`config.mk`:
```
export PLATFORM = sky130hd
export DESIGN_NAME = add_sub_pipe_flat
export DESIGN_NICKNAME = d
export VERILOG_FILES = /design/src/rtl/add_sub_if.sv /design/src/rtl/add_sub_pipe.sv /design/src/flat_wrapper.sv
export SDC_FILE = /design/constraint.sdc
export NUM_CORES = 1
export LEC_CHECK = 0
export BUFFER_PORTS_ARGS = -buffer_cell sky130_fd_sc_hd__buf_4
export CAP_MARGIN = 40
export CORE_UTILIZATION = 51
export DETAILED_ROUTE_END_ITERATION = 7
export GPL_ROUTABILITY_DRIVEN = 0
export PLACE_DENSITY = 0.75
export REMOVE_ABC_BUFFERS = 1
export SLEW_MARGIN = 10
export SYNTH_ARGS = -nofsm -noshare
export SYNTH_HDL_FRONTEND = slang
export SYNTH_SLANG_ARGS = --single-unit
```
`constraint.sdc`:
```
create_clock -name clk -period 7.8 [get_ports clk]
set_input_delay 1.56 -clock clk [delete_from_list [all_inputs] [get_ports clk]]
set_output_delay 1.56 -clock clk [all_outputs]
set_load 0.01 [all_outputs]
```
`src/rtl/add_sub_if.sv`:
```
// Operand/result handshake bundle for add_sub_pipe.
// Saturate exists only when ADD_SUB_SATURATE_EN is defined.
interface add_sub_if #(
  parameter int WIDTH = 32
);
  logic             in_valid;
  logic             in_ready;
  logic [WIDTH-1:0] A;
  logic [WIDTH-1:0] B;
  logic             Sub;
  logic             Signed;
`ifdef ADD_SUB_SATURATE_EN
  logic             Saturate;
`endif
  logic             out_valid;
  logic             out_ready;
  logic [WIDTH-1:0] S;
  logic             Zero;
  logic             Overflow;
  logic             Negative;

  modport master (
    output in_valid, A, B, Sub, Signed,
`ifdef ADD_SUB_SATURATE_EN
    output Saturate,
`endif
    output out_ready,
    input  in_ready, out_valid, S, Zero, Overflow, Negative
  );

  modport slave (
    input  in_valid, A, B, Sub, Signed,
`ifdef ADD_SUB_SATURATE_EN
    input  Saturate,
`endif
    input  out_ready,
    output in_ready, out_valid, S, Zero, Overflow, Negative
  );
endinterface

```
`src/rtl/add_sub_pipe.sv`:
```
// Pipelined WIDTH-bit add/subtract split into STAGES carry-registered segments.
// Optional clamping of overflowed results when ADD_SUB_SATURATE_EN is defined.
module add_sub_pipe #(
  parameter int WIDTH  = 32,
  parameter int STAGES = 4
) (
  input logic      clk,
  input logic      reset,
  add_sub_if.slave bus
);
  localparam int SEG = WIDTH / STAGES;

  if ((STAGES < 1) || (STAGES > 8) || ((WIDTH % STAGES) != 0)) begin : bad_cfg
    $error("add_sub_pipe: WIDTH must be a multiple of STAGES, STAGES in 1..8");
  end

  logic             advance;
  logic             vld_out;
  logic [WIDTH-1:0] s_out;
  logic             zero_out;
  logic             ovf_out;
  logic             neg_out;

  // One global enable: the whole pipe freezes when the result is not taken.
  assign advance       = ~vld_out | bus.out_ready;
  assign bus.in_ready  = advance;
  assign bus.out_valid = vld_out;
  assign bus.S         = s_out;
  assign bus.Zero      = zero_out;
  assign bus.Overflow  = ovf_out;
  assign bus.Negative  = neg_out;

  function automatic logic ovf_flag(input logic am, input logic bm, input logic sm,
                                    input logic cout, input logic sub, input logic sgn);
    logic ovf_s;
    ovf_s = (am == bm) && (sm != am);
    return sgn ? ovf_s : (sub ? ~cout : cout);
  endfunction

`ifdef ADD_SUB_SATURATE_EN
  function automatic logic [WIDTH-1:0] sat_value(input logic sgn, input logic sub,
                                                 input logic neg);
    logic signed [WIDTH-1:0] smax;
    logic signed [WIDTH-1:0] smin;
    smax = {1'b0, {(WIDTH-1){1'b1}}};
    smin = {1'b1, {(WIDTH-1){1'b0}}};
    if (sgn)
      return neg ? smin : smax;
    return sub ? '0 : '1;
  endfunction
`endif

  for (genvar k = 0; k < STAGES; k++) begin : stg
    // Operand bits not yet consumed; each stage eats the low SEG bits.
    localparam int RW = WIDTH - k * SEG;

    logic [RW-1:0]        a_i;
    logic [RW-1:0]        bp_i;
    logic                 c_i;
    logic                 sub_i;
    logic                 sgn_i;
    logic                 vld_i;
`ifdef ADD_SUB_SATURATE_EN
    logic                 sat_i;
`endif
    logic [SEG:0]         sum;
    logic [(k+1)*SEG-1:0] s_n;

    if (k == 0) begin : src
      assign a_i   = bus.A;
      assign bp_i  = bus.Sub ? ~bus.B : bus.B;
      assign c_i   = bus.Sub;
      assign sub_i = bus.Sub;
      assign sgn_i = bus.Signed;
      assign vld_i = bus.in_valid;
`ifdef ADD_SUB_SATURATE_EN
      assign sat_i = bus.Saturate;
`endif
      assign s_n   = sum[SEG-1:0];
    end else begin : src
      assign a_i   = stg[k-1].mid.a_p;
      assign bp_i  = stg[k-1].mid.bp_p;
      assign c_i   = stg[k-1].mid.c_p;
      assign sub_i = stg[k-1].mid.sub_p;
      assign sgn_i = stg[k-1].mid.sgn_p;
      assign vld_i = stg[k-1].mid.vld_p;
`ifdef ADD_SUB_SATURATE_EN
      assign sat_i = stg[k-1].mid.sat_p;
`endif
      assign s_n   = {sum[SEG-1:0], stg[k-1].mid.s_p};
    end

    assign sum = {1'b0, a_i[SEG-1:0]} + {1'b0, bp_i[SEG-1:0]} + {{SEG{1'b0}}, c_i};

    if (k < STAGES - 1) begin : mid
      logic [RW-SEG-1:0]    a_p;
      logic [RW-SEG-1:0]    bp_p;
      logic [(k+1)*SEG-1:0] s_p;
      logic                 c_p;
      logic                 sub_p;
      logic                 sgn_p;
      logic                 vld_p;
`ifdef ADD_SUB_SATURATE_EN
      logic                 sat_p;
`endif

      // ---- segment k -> segment k+1 boundary ----
      always_ff @(posedge clk) begin
        if (reset)
          vld_p <= 1'b0;
        else if (advance)
          vld_p <= vld_i;
        if (advance) begin
          a_p   <= a_i[RW-1:SEG];
          bp_p  <= bp_i[RW-1:SEG];
          s_p   <= s_n;
          c_p   <= sum[SEG];
          sub_p <= sub_i;
          sgn_p <= sgn_i;
`ifdef ADD_SUB_SATURATE_EN
          sat_p <= sat_i;
`endif
        end
      end
    end else begin : fin
      logic             am;
      logic             bm;
      logic             ovf;
      logic             neg;
      logic             zero;
      logic             clamp_en;
      logic [WIDTH-1:0] res;

      always_comb begin
        am       = a_i[SEG-1];
        bm       = bp_i[SEG-1];
        ovf      = ovf_flag(am, bm, s_n[WIDTH-1], sum[SEG], sub_i, sgn_i);
        neg      = sgn_i & (ovf ? am : s_n[WIDTH-1]);
        res      = s_n;
        clamp_en = 1'b0;
`ifdef ADD_SUB_SATURATE_EN
        clamp_en = sat_i & ovf;
        if (clamp_en)
          res = sat_value(sgn_i, sub_i, neg);
`endif
        // A clamped result is exact in its own terms, so Zero follows it.
        zero     = (res == '0) & (~ovf | clamp_en);
      end

      // ---- final segment -> output register boundary ----
      always_ff @(posedge clk) begin
        if (reset) begin
          vld_out  <= 1'b0;
          s_out    <= '0;
          zero_out <= 1'b0;
          ovf_out  <= 1'b0;
          neg_out  <= 1'b0;
        end else if (advance) begin
          vld_out  <= vld_i;
          s_out    <= res;
          zero_out <= zero;
          ovf_out  <= ovf;
          neg_out  <= neg;
        end
      end
    end
  end
endmodule

```
`src/flat_wrapper.sv`:
```
// flat-port wrapper written by rule: the top's interface ports become plain ports
module add_sub_pipe_flat 
#(
  parameter int WIDTH  = 32,
  parameter int STAGES = 4
)
  (clk, reset, bus_in_valid, bus_A, bus_B, bus_Sub, bus_Signed, bus_out_ready, bus_in_ready, bus_out_valid, bus_S, bus_Zero, bus_Overflow, bus_Negative);
  add_sub_if #(.WIDTH(WIDTH)) bus_i ();
  input logic clk;
  input logic reset;
  input wire logic [$bits(bus_i.in_valid)-1:0] bus_in_valid;
  input wire logic [$bits(bus_i.A)-1:0] bus_A;
  input wire logic [$bits(bus_i.B)-1:0] bus_B;
  input wire logic [$bits(bus_i.Sub)-1:0] bus_Sub;
  input wire logic [$bits(bus_i.Signed)-1:0] bus_Signed;
  input wire logic [$bits(bus_i.out_ready)-1:0] bus_out_ready;
  output wire logic [$bits(bus_i.in_ready)-1:0] bus_in_ready;
  output wire logic [$bits(bus_i.out_valid)-1:0] bus_out_valid;
  output wire logic [$bits(bus_i.S)-1:0] bus_S;
  output wire logic [$bits(bus_i.Zero)-1:0] bus_Zero;
  output wire logic [$bits(bus_i.Overflow)-1:0] bus_Overflow;
  output wire logic [$bits(bus_i.Negative)-1:0] bus_Negative;
  assign bus_i.in_valid = bus_in_valid;
  assign bus_i.A = bus_A;
  assign bus_i.B = bus_B;
  assign bus_i.Sub = bus_Sub;
  assign bus_i.Signed = bus_Signed;
  assign bus_i.out_ready = bus_out_ready;
  assign bus_in_ready = bus_i.in_ready;
  assign bus_out_valid = bus_i.out_valid;
  assign bus_S = bus_i.S;
  assign bus_Zero = bus_i.Zero;
  assign bus_Overflow = bus_i.Overflow;
  assign bus_Negative = bus_i.Negative;
  add_sub_pipe #(.WIDTH(WIDTH), .STAGES(STAGES)) u_core (.clk(clk), .reset(reset), .bus(bus_i));
endmodule
```
Word-level counts from Yosys, hierarchy flattened
Index checks and enable logic that the tools add are counted.

Bits in registers: 192. Word-level logic and storage cells: 49. Output and inout bits: 37.

$add $sub $neg: 8. Multiplexer cells: 4. Reductions and logical operators: 2. Equal/unequal tests: 2. Bitwise gates (word level): 7.

Operators with widths (count): $add 8x8->9 (4); $add 9x1->9 (4); $logic_not 32->1 (1); $mux 32 (1); $not 32->32 (1); $mux 1 (3); $not 1->1 (3); $and 1x1->1 (2); $eq 1x1->1 (1); $logic_and 1x1->1 (1); $ne 1x1->1 (1); $or 1x1->1 (1).

Logic depth before layout (Yosys ltp)
Depth after elaboration: 7. Mapped depth: 10.

Worst setup path before layout
Ideal clock, no wire load.

Path kind: input to output. Start: input port bus_out_ready. End: output port bus_in_ready. Arrival time: 6351 ps. Stages on the path: 4. Setup slack: -111 ps. Path buffers: 2. Cell sequence: nor2b_1 > inv_1 > clkbuf_1 > clkbuf_1.

Word-level cells in the longest chain between the ends: 1.

Ends and longest elaborated chain: from (decl) (line flat_wrapper.sv:16) `input wire logic [$bits(bus_i.out_ready)-1:0] bus_out_ready;`; $or 1x1->1 (line add_sub_pipe.sv:25) `assign advance = ~vld_out | bus.out_ready;`; to (decl) (line flat_wrapper.sv:17) `output wire logic [$bits(bus_i.in_ready)-1:0] bus_in_ready;`.

Every way passes these cells.

Final worst setup path
Ends and elaborated chain as after synthesis.

==> results.txt <==
Setup repair after global routing left no endpoint under its margin. Setup slack on the critical path of the routed design comes to 3.33 ns. The launching element of the worst setup path is bus_out_ready. The layout net count is between 700 and 800. The share of total power dissipated in sequential elements is 0.552. For this run, global-route usage on met1 was measured as 0.189. Entering global routing, the biggest net connects ~110 pins. The number of iterations in the first detailed-routing pass came out at 5.

The number of sinks handled by clock tree synthesis came out at approximately 190. For met2 alone, demand over resource in global routing was 0.293. The async set-or-reset flop fraction in the synthesized netlist came out at 0. The clock skew came out at 0.00585 ns. The number of diodes came out at 0. The total congestion overflow came out at 0. The die outline height is about 120 um.

Before CTS, the worst setup slack after placement is 3.31 ns. The worst-margin pin slew came out at just under 0.9 ns. The number of buffers inserted during clock tree synthesis came out at 17.

The number of global-route vias before repair was 4408. The global-route layer with the greatest usage is met2. The antenna violation net count after detailed routing is 0. The class of the most critical setup path is input port to output port. Following the worst setup path forward leads to its endpoint at bus_in_ready. In this run the worst hold path is classified as register to register. The post-route DRC violation count came out at 0. The startpoint identified for the worst register-to-register timing path is u_core.bus.out_valid.

edfxtp_1 is the most common cell in the netlist. In this run, post-CTS repair resized a total of 0 instances. Setup slack on the worst reg-to-reg path comes out at 5.35 ns. In this run, the number of DRC markers left after iteration 0 of detailed routing was 236. The internal cell power came out at 0.00189 W.

The count of pins on the block boundary is 107. The worst setup path is launched from an input port. The endpoint identified for the worst register-to-register timing path is u_core.stg[0].mid.a_p[10]. The maximum single-stage delay on the critical path is 0.68 ns. The number of failing setup endpoints in the final timing report is 0.

In the global route stage, overall resource usage came out at 0.169. The number of input and output port buffers inserted is 106. The max-slew violation count was 0.

The flip-flop and latch count after synthesis came out at 192. No sink is reached through more buffers than the 2 on the longest clock path. TritonCTS built the clock tree. The arrival time reported for the critical path endpoint is 2.91 ns.

Across the run, the number of max-cap violations was 0. The number of buffers inserted by hold repair at cts is 0. The synthesized design spends more area on one cell type than any other, namely edfxtp_1. Of the total power, the clock network draws 0.306. The cell count of the worst hold path came out at 0. The number of rows in the core area came out at 44.

The die area came out at 0.0154 sq mm. The slowest stage of the critical path belongs to the cell inv_6. The power density over cell area came out at 271 mW/mm^2.

Yosys attributes the largest share of cell area to edfxtp_1 60%, dfxtp_1 10%, ha_1 4.6%. Based on the critical path, the design can be clocked at up to 224 MHz. The number of failing hold endpoints at the final stage is 0. STA classifies the critical path endpoint as an output port. The power spent charging and discharging nets came out at 0.000586 W. The number of distinct library cell variants in the gate-level netlist after synthesis is 48. The static power due to leakage came out at 3.76 nW. The run finished with clean final reports.

Counting instances in the post-synthesis netlist gives the leading cell types as 153 x edfxtp_1, 74 x nand2_1, 51 x a21oi_1. The minimum clock period after layout came out at between 4 and 5 ns. The mean post-synth cell area is 14.0 sq um. The wire length after detailed routing is about 12000 um. Of the total power, combinational logic draws 0.142. The via-per-instance ratio is ~5. The initial cell density of the core came out at 0.525. The number of warning messages in the yosys log came out at 0. The final worst-path cycle share is 0.573. The number of enable-type register cells in the synthesized netlist came out at 153. The net switching share of the total power is 0.236. The detailed-route wire length per cell is 14.4 um. The signal on the critical path passes through buf_4, nor2b_4, buf_4, inv_6, buf_4.

The layout cell share with drive strength beyond 1 came out at 0.214. VDD sags by at most 0.147 mV. Counting cells, the worst reg-to-reg path comes to 5. The area share of the largest cell type after synthesis came out at 0.603. The clock-pin slew reported for the worst setup and hold paths after clock tree synthesis is 0.06 ns. From synthesis to final layout, the design area changed by 20.1%. The number of instances in the synthesized netlist came out at around 540. The met3 layer usage reported by global route came out at 0.0408. The first-pass GRT wire length is 20200 um.

The maximum fanout along the worst path is 106. The count of buffers added by post-CTS timing repair for setup is 0. The chip width came out at 124 um. The final total negative setup slack came out at 0 ns. The cell area after synthesis came out at 0.00762 sq mm. The most instantiated flip-flop cell in the synthesis netlist is edfxtp_1. The cell that appears most often on the critical path is buf_4. The vias after detailed routing is about 4400. The clock latency reported for the late side of the worst-skew pair came out at 0.42 ns. The sequential area share after synthesis came out at 0.705.

The data required time at the worst endpoint came out at 6.24 ns. The number of antenna violations at the first check in global routing was 0. The tree is rooted in a clkbuf_16.

The worst max-slew margin expressed relative to the limit is 0.414. The placed wire-length estimate after detailed placement is ~8400 um. The count of filler cells inserted in the layout came out at about 1100.

The core outline area came out at 0.0145 sq mm. The number of H-tree branching levels came out at 4.
through the flow:
stage / util / hold WS (ns) / power (W) / area, sq um / cells
6_report: 0.630 / 0.414 / 0.00248 / 9160 / 853
3_3_place_gp: 0.593 / 0.400 / 0.00172 / 8620 / 820
4_1_cts: 0.630 / 0.415 / 0.00250 / 9160 / 853
2_1_floorplan: - / 0.400 / 0.00158 / 7560 / 528
3_5_place_dp: 0.595 / 0.405 / 0.00174 / 8640 / 821
5_1_grt: 0.630 / 0.419 / 0.00260 / 9160 / 853
cells in the final DEF (no fill, tap or decap), types with 2 or more instances in the layout:
master / synthesis / layout
a21boi_0: 2 / 2
nor4_1: 5 / 5
nand3_1: 3 / 3
xor2_1: 39 / 39
nor3_1: 6 / 6
a211oi_1: 4 / 4
nor2b_1: 6 / 5
and3_1: 2 / 2
buf_4: 0 / 108
clkinvlp_4: 0 / 2
o21bai_1: 3 / 3
inv_1: 22 / 21
clkbuf_16: 0 / 17
nor3b_1: 3 / 3
ha_1: 28 / 28
nor2_1: 20 / 20
a21oi_1: 51 / 51
a21o_1: 5 / 5
nand2_1: 74 / 74
clkbuf_8: 0 / 2
or3_1: 2 / 2
dfxtp_1: 39 / 39
clkbuf_1: 12 / 6
edfxtp_1: 153 / 153
nand2b_1: 2 / 2
nand3b_1: 2 / 2
o21ai_0: 16 / 16
nand4_1: 2 / 2
clkinv_2: 0 / 4
fa_1: 7 / 7
xnor2_1: 11 / 11
state kept, by name, summed over array words and instances, names as in the netlist, 3 cells and up:
name,cells
u_core.stg.mid.bp_p,48
u_core.stg.mid.sub_p,3
u_core.stg.mid.s_p,48
u_core.stg.mid.a_p,48
u_core.stg.mid.c_p,3
u_core.stg.mid.vld_p,3
u_core.bus.S,32
u_core.stg.mid.sgn_p,3
cell families after synthesis:
family / count (synthesis) / synth area share
buffers and inverters: 38 / 0.0187
adders and majority gates: 35 / 0.0643
DFF: 192 / 0.705
AOI/OAI and AO/OA: 92 / 0.0704
xor gates and xnor gates: 50 / 0.0574
muxes: 2 / 0.00279
and+or+nand+nor: 135 / 0.0812
power by group through the flow:
stage	clock, W	combinational [W]	sequential (W)
after floorplan	0	0.000199	0.00138
after global placement	0	0.000335	0.00138
after detailed placement	0	0.000351	0.00139
after CTS	0.000778	0.000354	0.00137
after global routing	0.000818	0.000393	0.00139
final	0.000759	0.000351	0.00137
metal layers:
metal,up-vias,share of wire
met5,-,0
met4,0,0.032
met3,32,0.037
met2,99,0.52
met1,2081,0.41
li1,2169,-
worst max-delay path: cells and delay by family:
family	cells	cell delay [ns]
buffers and inverters	4	1.27
AND/OR/NAND/NOR	1	0.03
cell type report:
| type | count | area [sq um] | share of cell area |
|---|---|---|---|
| tap | 184 | 230 | 0.0251 |
| sequential | 192 | 5380 | 0.587 |
| timing repair buffer | 109 | 838 | 0.0915 |
| clock inverter | 7 | 38.8 | 0.00423 |
| clock buffer | 25 | 475 | 0.0519 |
| inverter | 22 | 87.6 | 0.00956 |
| multi-input combinational | 314 | 2110 | 0.231 |
worst min path at each step:
| stage | startpoint | end | slack, ns |
|---|---|---|---|
| 2_1_floorplan | u_core.stg[0].mid.a_p[8] | u_core.stg[1].mid.a_p[0] | 0.40 |
| 3_3_place_gp | u_core.stg[0].mid.bp_p[18] | u_core.stg[1].mid.bp_p[10] | 0.40 |
| 3_5_place_dp | u_core.stg[1].mid.s_p[0] | u_core.stg[2].mid.s_p[0] | 0.40 |
| 4_1_cts | u_core.stg[1].mid.s_p[10] | u_core.stg[2].mid.s_p[10] | 0.41 |
| 5_1_grt | u_core.stg[0].mid.a_p[8] | u_core.stg[1].mid.a_p[0] | 0.42 |
| 6_report | u_core.stg[1].mid.s_p[10] | u_core.stg[2].mid.s_p[10] | 0.41 |
(Power assumes the default switching activity.)
